===== config.mk =====
export PLATFORM = sky130hd
export DESIGN_NAME = time_set_ctrl_flat
export DESIGN_NICKNAME = d
export VERILOG_FILES = /design/src/rtl/time_set_if.sv /design/src/rtl/time_set_ctrl.sv /design/src/flat_wrapper.sv
export SDC_FILE = /design/constraint.sdc
export NUM_CORES = 1
export LEC_CHECK = 0
export CAP_MARGIN = 20
export CELL_PAD_IN_SITES_DETAIL_PLACEMENT = 0
export CELL_PAD_IN_SITES_GLOBAL_PLACEMENT = 1
export CORE_MARGIN = 2
export CORE_UTILIZATION = 43
export DETAILED_ROUTE_END_ITERATION = 16
export PLACE_DENSITY_LB_ADDON = 0.12
export SYNTH_ARGS = -nofsm -noshare
export SYNTH_HDL_FRONTEND = slang
export SYNTH_SLANG_ARGS = --single-unit

===== constraint.sdc =====
create_clock -name clk -period 2 [get_ports clk]
set_input_delay 0.3 -clock clk [delete_from_list [all_inputs] [get_ports clk]]
set_output_delay 0.3 -clock clk [all_outputs]
set_load 0.01 [all_outputs]

===== src/rtl/time_set_if.sv =====
// Button inputs and edit-register outputs of the time/alarm setting controller.
interface time_set_if;
    logic       btn_mode;
    logic       btn_alm;
    logic       btn_inc;
    logic [5:0] sec;
    logic [5:0] min;
    logic [5:0] hour;
    logic       time_c;
    logic       alm_c;
    logic       editing;
    logic [1:0] field;

    modport master (
        output btn_mode, btn_alm, btn_inc,
        input  sec, min, hour, time_c, alm_c, editing, field
    );

    modport slave (
        input  btn_mode, btn_alm, btn_inc,
        output sec, min, hour, time_c, alm_c, editing, field
    );
endinterface


===== src/rtl/time_set_ctrl.sv =====
// Time/alarm setting controller: debounced buttons drive a HOUR/MIN/SEC edit FSM
// with one-cycle load strobes. Optional auto-repeat on btn_inc: TIME_SET_AUTOREPEAT_EN.

module time_set_btn #(
    parameter int DEB_CYCLES = 500000
) (
    input  logic clk,
    input  logic rst,
    input  logic raw,
    output logic level,
    output logic press
);
    localparam int CW = $clog2(DEB_CYCLES + 1);
    localparam logic [CW-1:0] DEB_LAST = CW'(DEB_CYCLES - 1);

    logic          s1, s2;
    logic          lvl, lvl_q;
    logic          arm;
    logic [1:0]    vld_pipe;
    logic [CW-1:0] cnt;

    always_ff @(posedge clk) begin
        if (rst) begin
            s1       <= 1'b0;
            s2       <= 1'b0;
            lvl      <= 1'b0;
            lvl_q    <= 1'b0;
            arm      <= 1'b0;
            vld_pipe <= '0;
            cnt      <= '0;
        end else begin
            s1       <= raw;
            s2       <= s1;
            lvl_q    <= lvl;
            vld_pipe <= {vld_pipe[0], 1'b1};
            // Arm only once the real button has been seen released, so a button
            // held through reset cannot fire a press when it debounces high.
            if (vld_pipe[1] && !s2 && !lvl)
                arm <= 1'b1;
            if (s2 != lvl) begin
                if (cnt == DEB_LAST) begin
                    lvl <= s2;
                    cnt <= '0;
                end else begin
                    cnt <= cnt + 1'b1;
                end
            end else begin
                cnt <= '0;
            end
        end
    end

    assign level = lvl & arm;
    assign press = lvl & ~lvl_q & arm;
endmodule

module time_set_ctrl #(
    parameter int DEB_CYCLES = 500000,
    parameter int REP_DELAY  = 25000000,
    parameter int REP_PERIOD = 10000000
) (
    input  logic        clk,
    input  logic        rst,
    time_set_if.slave   ts
);
    localparam int NUM_BTN  = 3;
    localparam int BTN_MODE = 0;
    localparam int BTN_ALM  = 1;
    localparam int BTN_INC  = 2;

    typedef enum logic [2:0] {IDLE, HOUR, MIN, SEC, COMMIT} state_t;

    logic [NUM_BTN-1:0] btn_raw, btn_lvl, btn_press;
    logic               p_mode, p_alm, p_inc, inc_ev, rep_tick, in_edit;
    logic               unused_lvl;

    state_t     state, state_nxt;
    logic       target, target_nxt;   // 0 = current time, 1 = alarm
    logic [5:0] sec_q, min_q, hour_q;
    logic [5:0] sec_nxt, min_nxt, hour_nxt;

    assign btn_raw = {ts.btn_inc, ts.btn_alm, ts.btn_mode};

    for (genvar g = 0; g < NUM_BTN; g++) begin : g_btn
        time_set_btn #(.DEB_CYCLES(DEB_CYCLES)) u_btn (
            .clk   (clk),
            .rst   (rst),
            .raw   (btn_raw[g]),
            .level (btn_lvl[g]),
            .press (btn_press[g])
        );
    end

    assign p_mode     = btn_press[BTN_MODE];
    assign p_alm      = btn_press[BTN_ALM];
    assign p_inc      = btn_press[BTN_INC];
    assign unused_lvl = ^btn_lvl;
    assign in_edit    = (state == HOUR) || (state == MIN) || (state == SEC);
    assign inc_ev     = p_inc | rep_tick;

`ifdef TIME_SET_AUTOREPEAT_EN
    localparam int REP_MAX = (REP_DELAY > REP_PERIOD) ? REP_DELAY : REP_PERIOD;
    localparam int RW      = $clog2(REP_MAX + 1);
    localparam logic [RW-1:0] DLY_LAST = RW'(REP_DELAY - 1);
    localparam logic [RW-1:0] PER_LAST = RW'(REP_PERIOD - 1);

    logic [RW-1:0] rep_cnt;
    logic          rep_first;

    assign rep_tick = in_edit && btn_lvl[BTN_INC] && !p_inc &&
                      (rep_cnt == (rep_first ? DLY_LAST : PER_LAST));

    // Counter restarts on every fresh press, field change, release or exit.
    always_ff @(posedge clk) begin
        if (rst) begin
            rep_cnt   <= '0;
            rep_first <= 1'b1;
        end else if (!in_edit || !btn_lvl[BTN_INC] || p_inc || p_mode) begin
            rep_cnt   <= '0;
            rep_first <= 1'b1;
        end else if (rep_tick) begin
            rep_cnt   <= '0;
            rep_first <= 1'b0;
        end else begin
            rep_cnt   <= rep_cnt + 1'b1;
        end
    end
`else
    // Constant zero; repeat timing parameters are inert in this build.
    assign rep_tick = (REP_DELAY < 0) && (REP_PERIOD < 0);
`endif

    always_ff @(posedge clk) begin
        if (rst) begin
            state  <= IDLE;
            target <= 1'b0;
            sec_q  <= '0;
            min_q  <= '0;
            hour_q <= '0;
        end else begin
            state  <= state_nxt;
            target <= target_nxt;
            sec_q  <= sec_nxt;
            min_q  <= min_nxt;
            hour_q <= hour_nxt;
        end
    end

    always_comb begin
        state_nxt  = state;
        target_nxt = target;
        sec_nxt    = sec_q;
        min_nxt    = min_q;
        hour_nxt   = hour_q;
        case (state)
            IDLE: begin
                if (p_mode) begin
                    state_nxt  = HOUR;
                    target_nxt = 1'b0;
                end else if (p_alm) begin
                    state_nxt  = HOUR;
                    target_nxt = 1'b1;
                end
            end
            HOUR: begin
                if (p_alm) begin
                    state_nxt = IDLE;
                end else begin
                    if (inc_ev) hour_nxt = (hour_q >= 6'd23) ? 6'd0 : hour_q + 6'd1;
                    if (p_mode) state_nxt = MIN;
                end
            end
            MIN: begin
                if (p_alm) begin
                    state_nxt = IDLE;
                end else begin
                    if (inc_ev) min_nxt = (min_q >= 6'd59) ? 6'd0 : min_q + 6'd1;
                    if (p_mode) state_nxt = SEC;
                end
            end
            SEC: begin
                if (p_alm) begin
                    state_nxt = IDLE;
                end else begin
                    if (inc_ev) sec_nxt = (sec_q >= 6'd59) ? 6'd0 : sec_q + 6'd1;
                    if (p_mode) state_nxt = COMMIT;
                end
            end
            COMMIT:  state_nxt = IDLE;
            default: state_nxt = IDLE;
        endcase
    end

    always_comb begin
        ts.editing = in_edit;
        ts.time_c  = (state == COMMIT) && !target;
        ts.alm_c   = (state == COMMIT) && target;
        case (state)
            HOUR:    ts.field = 2'd1;
            MIN:     ts.field = 2'd2;
            SEC:     ts.field = 2'd3;
            default: ts.field = 2'd0;
        endcase
    end

    assign ts.sec  = sec_q;
    assign ts.min  = min_q;
    assign ts.hour = hour_q;
endmodule


===== src/flat_wrapper.sv =====
// flat-port wrapper written by rule: the top's interface ports become plain ports
module time_set_ctrl_flat 
#(
    parameter int DEB_CYCLES = 500000,
    parameter int REP_DELAY  = 25000000,
    parameter int REP_PERIOD = 10000000
)
  (clk, rst, ts_btn_mode, ts_btn_alm, ts_btn_inc, ts_sec, ts_min, ts_hour, ts_time_c, ts_alm_c, ts_editing, ts_field);
  time_set_if ts_i ();
  input  logic clk;
  input  logic rst;
  input wire logic [$bits(ts_i.btn_mode)-1:0] ts_btn_mode;
  input wire logic [$bits(ts_i.btn_alm)-1:0] ts_btn_alm;
  input wire logic [$bits(ts_i.btn_inc)-1:0] ts_btn_inc;
  output wire logic [$bits(ts_i.sec)-1:0] ts_sec;
  output wire logic [$bits(ts_i.min)-1:0] ts_min;
  output wire logic [$bits(ts_i.hour)-1:0] ts_hour;
  output wire logic [$bits(ts_i.time_c)-1:0] ts_time_c;
  output wire logic [$bits(ts_i.alm_c)-1:0] ts_alm_c;
  output wire logic [$bits(ts_i.editing)-1:0] ts_editing;
  output wire logic [$bits(ts_i.field)-1:0] ts_field;
  assign ts_i.btn_mode = ts_btn_mode;
  assign ts_i.btn_alm = ts_btn_alm;
  assign ts_i.btn_inc = ts_btn_inc;
  assign ts_sec = ts_i.sec;
  assign ts_min = ts_i.min;
  assign ts_hour = ts_i.hour;
  assign ts_time_c = ts_i.time_c;
  assign ts_alm_c = ts_i.alm_c;
  assign ts_editing = ts_i.editing;
  assign ts_field = ts_i.field;
  time_set_ctrl #(.DEB_CYCLES(DEB_CYCLES), .REP_DELAY(REP_DELAY), .REP_PERIOD(REP_PERIOD)) u_core (.clk(clk), .rst(rst), .ts(ts_i));
endmodule

==> results of run 1 <==
[per-stage QoR]
step	cells	util	total power [mW]	instance area (sq um)	setup WS [ps]
floorplan	473	-	2.008	4205	214.6
global placement	634	0.4879	2.035	4703	261.7
detailed placement	634	0.4879	2.036	4703	246.0
CTS	649	0.5075	3.294	4892	9.818
global route	649	0.5077	3.378	4893	11.03
finish	649	0.5077	3.243	4893	84.75
[worst register-to-register path: stages (launching register included)]
cell and delay, ps:
dfxtp_1 450, nand2b_1 170, or4_4 600, or3_1 360, a21oi_1 140
[layout make-up]
type	instances	area, sq um	share of cell area
clock buffer	11	141.4	0.02889
clock inverter	4	45.04	0.009205
inverter	15	56.30	0.01151
multi-input combinational	347	2158	0.4411
sequential	96	1923	0.3930
tap	133	166.4	0.03401
timing repair buffer	43	402.9	0.08233
[per-layer routing]
metal  track usage  wire [microns]
met4       0.06984             150
met1        0.2312            4160
met2        0.2617            3744
met5             0               0
met3       0.03119             192
[cell families (layout without fill, tap and decap cells)]
logic type | after synthesis | after routing
simple gates | 231 | 231
flops | 96 | 96
xor+xnor | 54 | 54
compound gates | 49 | 49
buf+inv | 30 | 73
mux | 7 | 7
fa+ha+maj | 6 | 6
[synthesized netlist by cell type (11+ instances only)]
cell      n
a21oi_1  17
dfxtp_1  96
inv_1    14
nand2_1  20
nand3_1  19
nand4_1  15
nor2_1   84
nor2b_1  11
nor3_1   16
nor4_1   17
xnor2_1  40
xor2_1   14
[registers in the layout (all words and copies together) (netlist names)]
register / flops
u_core.ts.min: 6
u_core.g_btn.u_btn.cnt: 57
u_core.g_btn.u_btn.s1: 3
u_core.g_btn.u_btn.s2: 3
u_core.g_btn.u_btn.lvl_q: 3
u_core.ts.sec: 6
u_core.g_btn.u_btn.arm: 3
u_core.state: 3
u_core.ts.hour: 6
u_core.target: 1
u_core.g_btn.u_btn.lvl: 3
u_core.g_btn.u_btn.vld_pipe: 2
[final timing paths]
path	startpoint	endpoint	slack, ps	depth (start not counted)
worst max-delay path	u_core.state[0]$_SDFFE_PP0P_	ts_alm_c	80	3
worst min-delay path	u_core.g_btn[2].u_btn.s1$_SDFF_PP0_	u_core.g_btn[2].u_btn.s2$_SDFF_PP0_	450	1
worst max register to register	u_core.state[0]$_SDFFE_PP0P_	u_core.ts.hour[4]$_SDFFE_PP0P_	210	4
worst min register to register	u_core.g_btn[2].u_btn.s1$_SDFF_PP0_	u_core.g_btn[2].u_btn.s2$_SDFF_PP0_	450	1
[power groups by stage]
stage,clock [mW],sequential [mW],combinational [mW]
after floorplan,0,1.97,0.0341
final,1.25,1.93,0.0580
after detailed placement,0,1.98,0.0597
after global placement,0,1.98,0.0589
after global routing,1.38,1.93,0.0669
after CTS,1.30,1.93,0.0599
[timing repair]
| item | 4_1_cts | 5_1_grt |
|---|---|---|
| setup endpoints to repair | 1 | 3 |
| pin swaps | 0 | 0 |
| resized for setup | 1 | 1 |
==> results.yml, run 1 <==
clock_tree:
  cts_setup_buffers: 0
  cts.sinks: 96
  path_clk_slew_ps: 90
  cts_root_buf: "clkbuf_8"
  tritoncts: "done"
  hold_buffers: 0
  cts_buffer_depth: 2
  cts_made_buffers: 9
  h-tree-depth: 3
  clk_latency_ps: 360
critical_path:
  crit_chain: "nor2_2 -> and3_1 -> clkdlybuf4s50_1"
  endpoint_kind: "output pin"
  startpoint_type: "register"
  crit_family: "buffers and inverters"
  cpMaxStageDelayCell: "clkdlybuf4s50_1"
  cp.required_ps: 1700
  crit_arrival_ps: 1620
  crit_type: "register to output pin"
  crit_fanout: 7
  slowest_delay_ps: 540
  critPathBufInv: 1
power:
  peakVddDrop_v: 0.0002847
  p_per_area_nw_per_um2: 662.6
  p_leak_nw: 1.563
  clockPowerShare: 0.387
  swShare: 0.2140
  seqPwrFrac: 0.595
  p_sw_mw: 0.6939
  p_int_mw: 2.549
  combinationalPowerShare: 0.018
sta:
  setup_tns_ps: 0
  period_minus_slack_ps: 1915
  slew_viol_final: 0
  holdWs_ps: 445.7
  fin_crit_sh: 0.9576
  worstMarginPinSlew_ps: 467.1
  slew_headroom: 0.6858
  setup_viol: 0
  fmax_mhz: 522.1
  rsz0062_at_grt: "no"
  hold_viol_final: 0
  fin_worst_skew_ps: 6.953
die:
  rows: 36
  io_pins: 28
  die_h_microns: 102.9
  start_util: 0.4363
  coreArea_sq_um: 9639
  chipWidth_microns: 102.9
  die_area_sq_um: 10590
routing:
  routedWlPerCell_microns: 12.71
  drt_iter0_drc: 127
  num_vias: 3352
  drtAntennaViolNets: 0
  drcViolationCount: 0
  routed_wl_microns: 8248
  dr.pass1.iters: 4
  drt-vias-per-instance: 5.165
yosys:
  ys_seq_area_frac: 0.4570
  synth_ff_type: "dfxtp_1"
  synth_seq_cells: 96
  synth-simple-area-share: 0.2934
  yosysWarningCount: 0
  yosysTopAreaCellShare: 0.4570
  synth.net_count: 484
  synth_area_sq_um: 4205
  synth_edf_count: 0
  synth_compound_area_frac: 0.07170
  syn_area_per_cell_sq_um: 8.891
  ys_types: 49
  yosys.area_share.adder: 0.01785
  synthMuxAreaShare: 0.01726
  synth_xor_area_frac: 0.1125
  syn_inst: 473
  synth_top_family_by_area: "simple AND/OR/NAND/NOR gates"
  yosys-top-cells-area: "dfxtp_1 46%, xnor2_1 8.3%, nor2_1 7.5%"
  synth_area_leader_cell: "dfxtp_1"
  async_flop_share: 0
outcome:
  outcome: "finished, final reports clean"
global_routing:
  antenna_found_initial: 0
  grt_use_total: 0.1686
  grt_max_degree: 26
  first_global_vias: 3113
  grt_pass1_wl_microns: 14190
  grt_overflow: 0
placed_design:
  place_congestion: 0.7323
  post-dp-hpwl_microns: 5604
  io_buffers: 27
finish:
  area_growth_pct: 16.36
  diodes: 0
  fill_cells: 969
  final_common_cell: "dfxtp_1"
  drive_gt1_frac: 0.09496
  layout_common_cells: "95 x dfxtp_1, 83 x nor2_1, 40 x xnor2_1"
  final_nets: 523
run:
  drv_cap: 0
worst_hold_path:
  hold_path_class: "register to register"
Note: power is estimated with default switching activity, not from simulation.
==> inputs of run 2 (changes only) <==
--- a/config.mk
+++ b/config.mk
@@ -11,6 +11,7 @@
 export CORE_MARGIN = 2
 export CORE_UTILIZATION = 43
 export DETAILED_ROUTE_END_ITERATION = 16
+export DONT_BUFFER_PORTS = 1
 export PLACE_DENSITY_LB_ADDON = 0.12
 export SYNTH_ARGS = -nofsm -noshare
 export SYNTH_HDL_FRONTEND = slang
==> constraint.sdc (replaced) <==
create_clock -name clk -period 2 [get_ports clk]
set_input_delay 0.4 -clock clk [delete_from_list [all_inputs] [get_ports clk]]
set_output_delay 0.4 -clock clk [all_outputs]
set_load 0.01 [all_outputs]
==> run 2 against run 1 <==
  * Global-route usage shrank 0.42 points
  * Core utilization shrank 2.6 points
  * Worst hold slack lost 350 ps
  * Largest cell class unchanged
  * Critical endpoint is now u_core.ts.min[4]$_SDFFE_PP0P_
==> results.yml, run 2 (synthesis results as in run 1) <==
finish:
  area_growth_pct: 10.35
  largest_reg_flops: 57
  drive_gt1_frac: 0.1018
  layout_common_cells: "96 x dfxtp_1, 84 x nor2_1, 40 x xnor2_1"
  final_nets: 498
  top_register: "u_core.g_btn.u_btn.cnt"
  multi_input_area_sq_um: 2156
  diodes: 0
  final_common_cell: "dfxtp_1"
  seqCellArea_sq_um: 1922
  fill_cells: 974
sta:
  setup_tns_ps: 0
  worstMarginPinSlew_ps: 430.2
  fin_crit_sh: 0.8898
  fin_worst_skew_ps: 7.428
  fmax_mhz: 561.9
  slew_headroom: 0.7106
  setup_viol: 0
  rsz0062_at_grt: "no"
  slew_viol_final: 0
  period_minus_slack_ps: 1780
  hold_viol_final: 0
clock_tree:
  tritoncts: "done"
  clk_latency_ps: 370
  h-tree-depth: 3
  cts.sinks: 96
  cts_made_buffers: 9
  cts_buffer_depth: 2
  hold_buffers: 0
  cts_root_buf: "clkbuf_8"
  cts_setup_buffers: 0
  cts.repair.resized: 0
  path_clk_slew_ps: 90
global_routing:
  first_global_vias: 3018
  grt_pass1_wl_microns: 13880
  grt_max_degree: 27
  grt_use_total: 0.1643
  antenna_found_initial: 0
  grt_overflow: 0
routing:
  routed_wl_microns: 7899
  drtAntennaViolNets: 0
  drt_iter0_drc: 62
  num_vias: 3230
  dr.pass1.iters: 4
  routedWlPerCell_microns: 12.66
  drcViolationCount: 0
  drt-vias-per-instance: 5.176
die:
  rows: 36
  io_pins: 28
  die_area_sq_um: 10590
  start_util: 0.4363
  chipWidth_microns: 102.9
  die_h_microns: 102.9
  coreArea_sq_um: 9639
power:
  p_leak_nw: 1.474
  peakVddDrop_v: 0.0005489
  p_per_area_nw_per_um2: 699.4
  power_mw: 3.246
critical_path:
  endpoint_kind: "register"
  crit_fanout: 8
  crit_type: "register to register"
  crit_start: "u_core.state[1]$_SDFFE_PP0P_"
  crit_arrival_ps: 2030
  r2r-start: "u_core.state[1]$_SDFFE_PP0P_"
  startpoint_type: "register"
  cp.required_ps: 2250
outcome:
  outcome: "finished, final reports clean"
placed_design:
  io_buffers: 0
  place_congestion: 0.7727
  post-dp-hpwl_microns: 5395
worst_hold_path:
  hold_path_class: "primary input to register"
  hold_start: "rst"
run:
  drv_cap: 0
run 2: worst max-delay path: stages (launching register included):
cell and delay, ps:
dfxtp_1 490, nand2b_1 180, or4_1 540, o21ai_1 340
nor2_1 100
run 2: final cells by class:
type                            count  share of cell area
Multi-Input combinational cell    347              0.4645
Timing Repair Buffer               18             0.03181
Inverter                           15             0.01213
Clock inverter                      6             0.01483
Clock buffer                        9             0.02669
Sequential cell                    96              0.4141
Tap cell                          133             0.03586
run 2: layer usage:
metal | GRT usage | wire length (microns) | vias up
li1 | - | - | 1683
met1 | 0.2147 | 3983 | 1505
met2 | 0.2572 | 3542 | 35
met3 | 0.06169 | 286 | 7
met4 | 0.04251 | 85 | 0
met5 | 0 | 0 | -
run 2: final timing paths:
kind	endpoint	slack [ps]	cells past startpoint
setup / recovery	u_core.ts.min[4]$_SDFFE_PP0P_	220	4
hold / removal	u_core.g_btn[0].u_btn.s1$_SDFF_PP0_	90	1
setup reg to reg	u_core.ts.min[4]$_SDFFE_PP0P_	220	4
hold reg to reg	u_core.g_btn[0].u_btn.s2$_SDFF_PP0_	450	1
run 2: power by group:
part	total (mW)	switching (mW)	internal [mW]
clock	1.28	0.695	0.580
sequential	1.93	0.00753	1.92
combinational	0.0397	0.0237	0.0160
total	3.25	0.726	2.52
run 2: stage by stage:
stage	cells	hold WS, ps	instance area (sq um)	setup WS [ps]	util
detailed placement	609	422.0	4448	246.1	0.4614
floorplan	473	413.8	4205	214.6	-
finish	624	92.22	4641	220.3	0.4814
global placement	609	417.5	4448	271.9	0.4614
global route	624	52.38	4641	78.01	0.4814
CTS	624	66.99	4641	211.6	0.4814
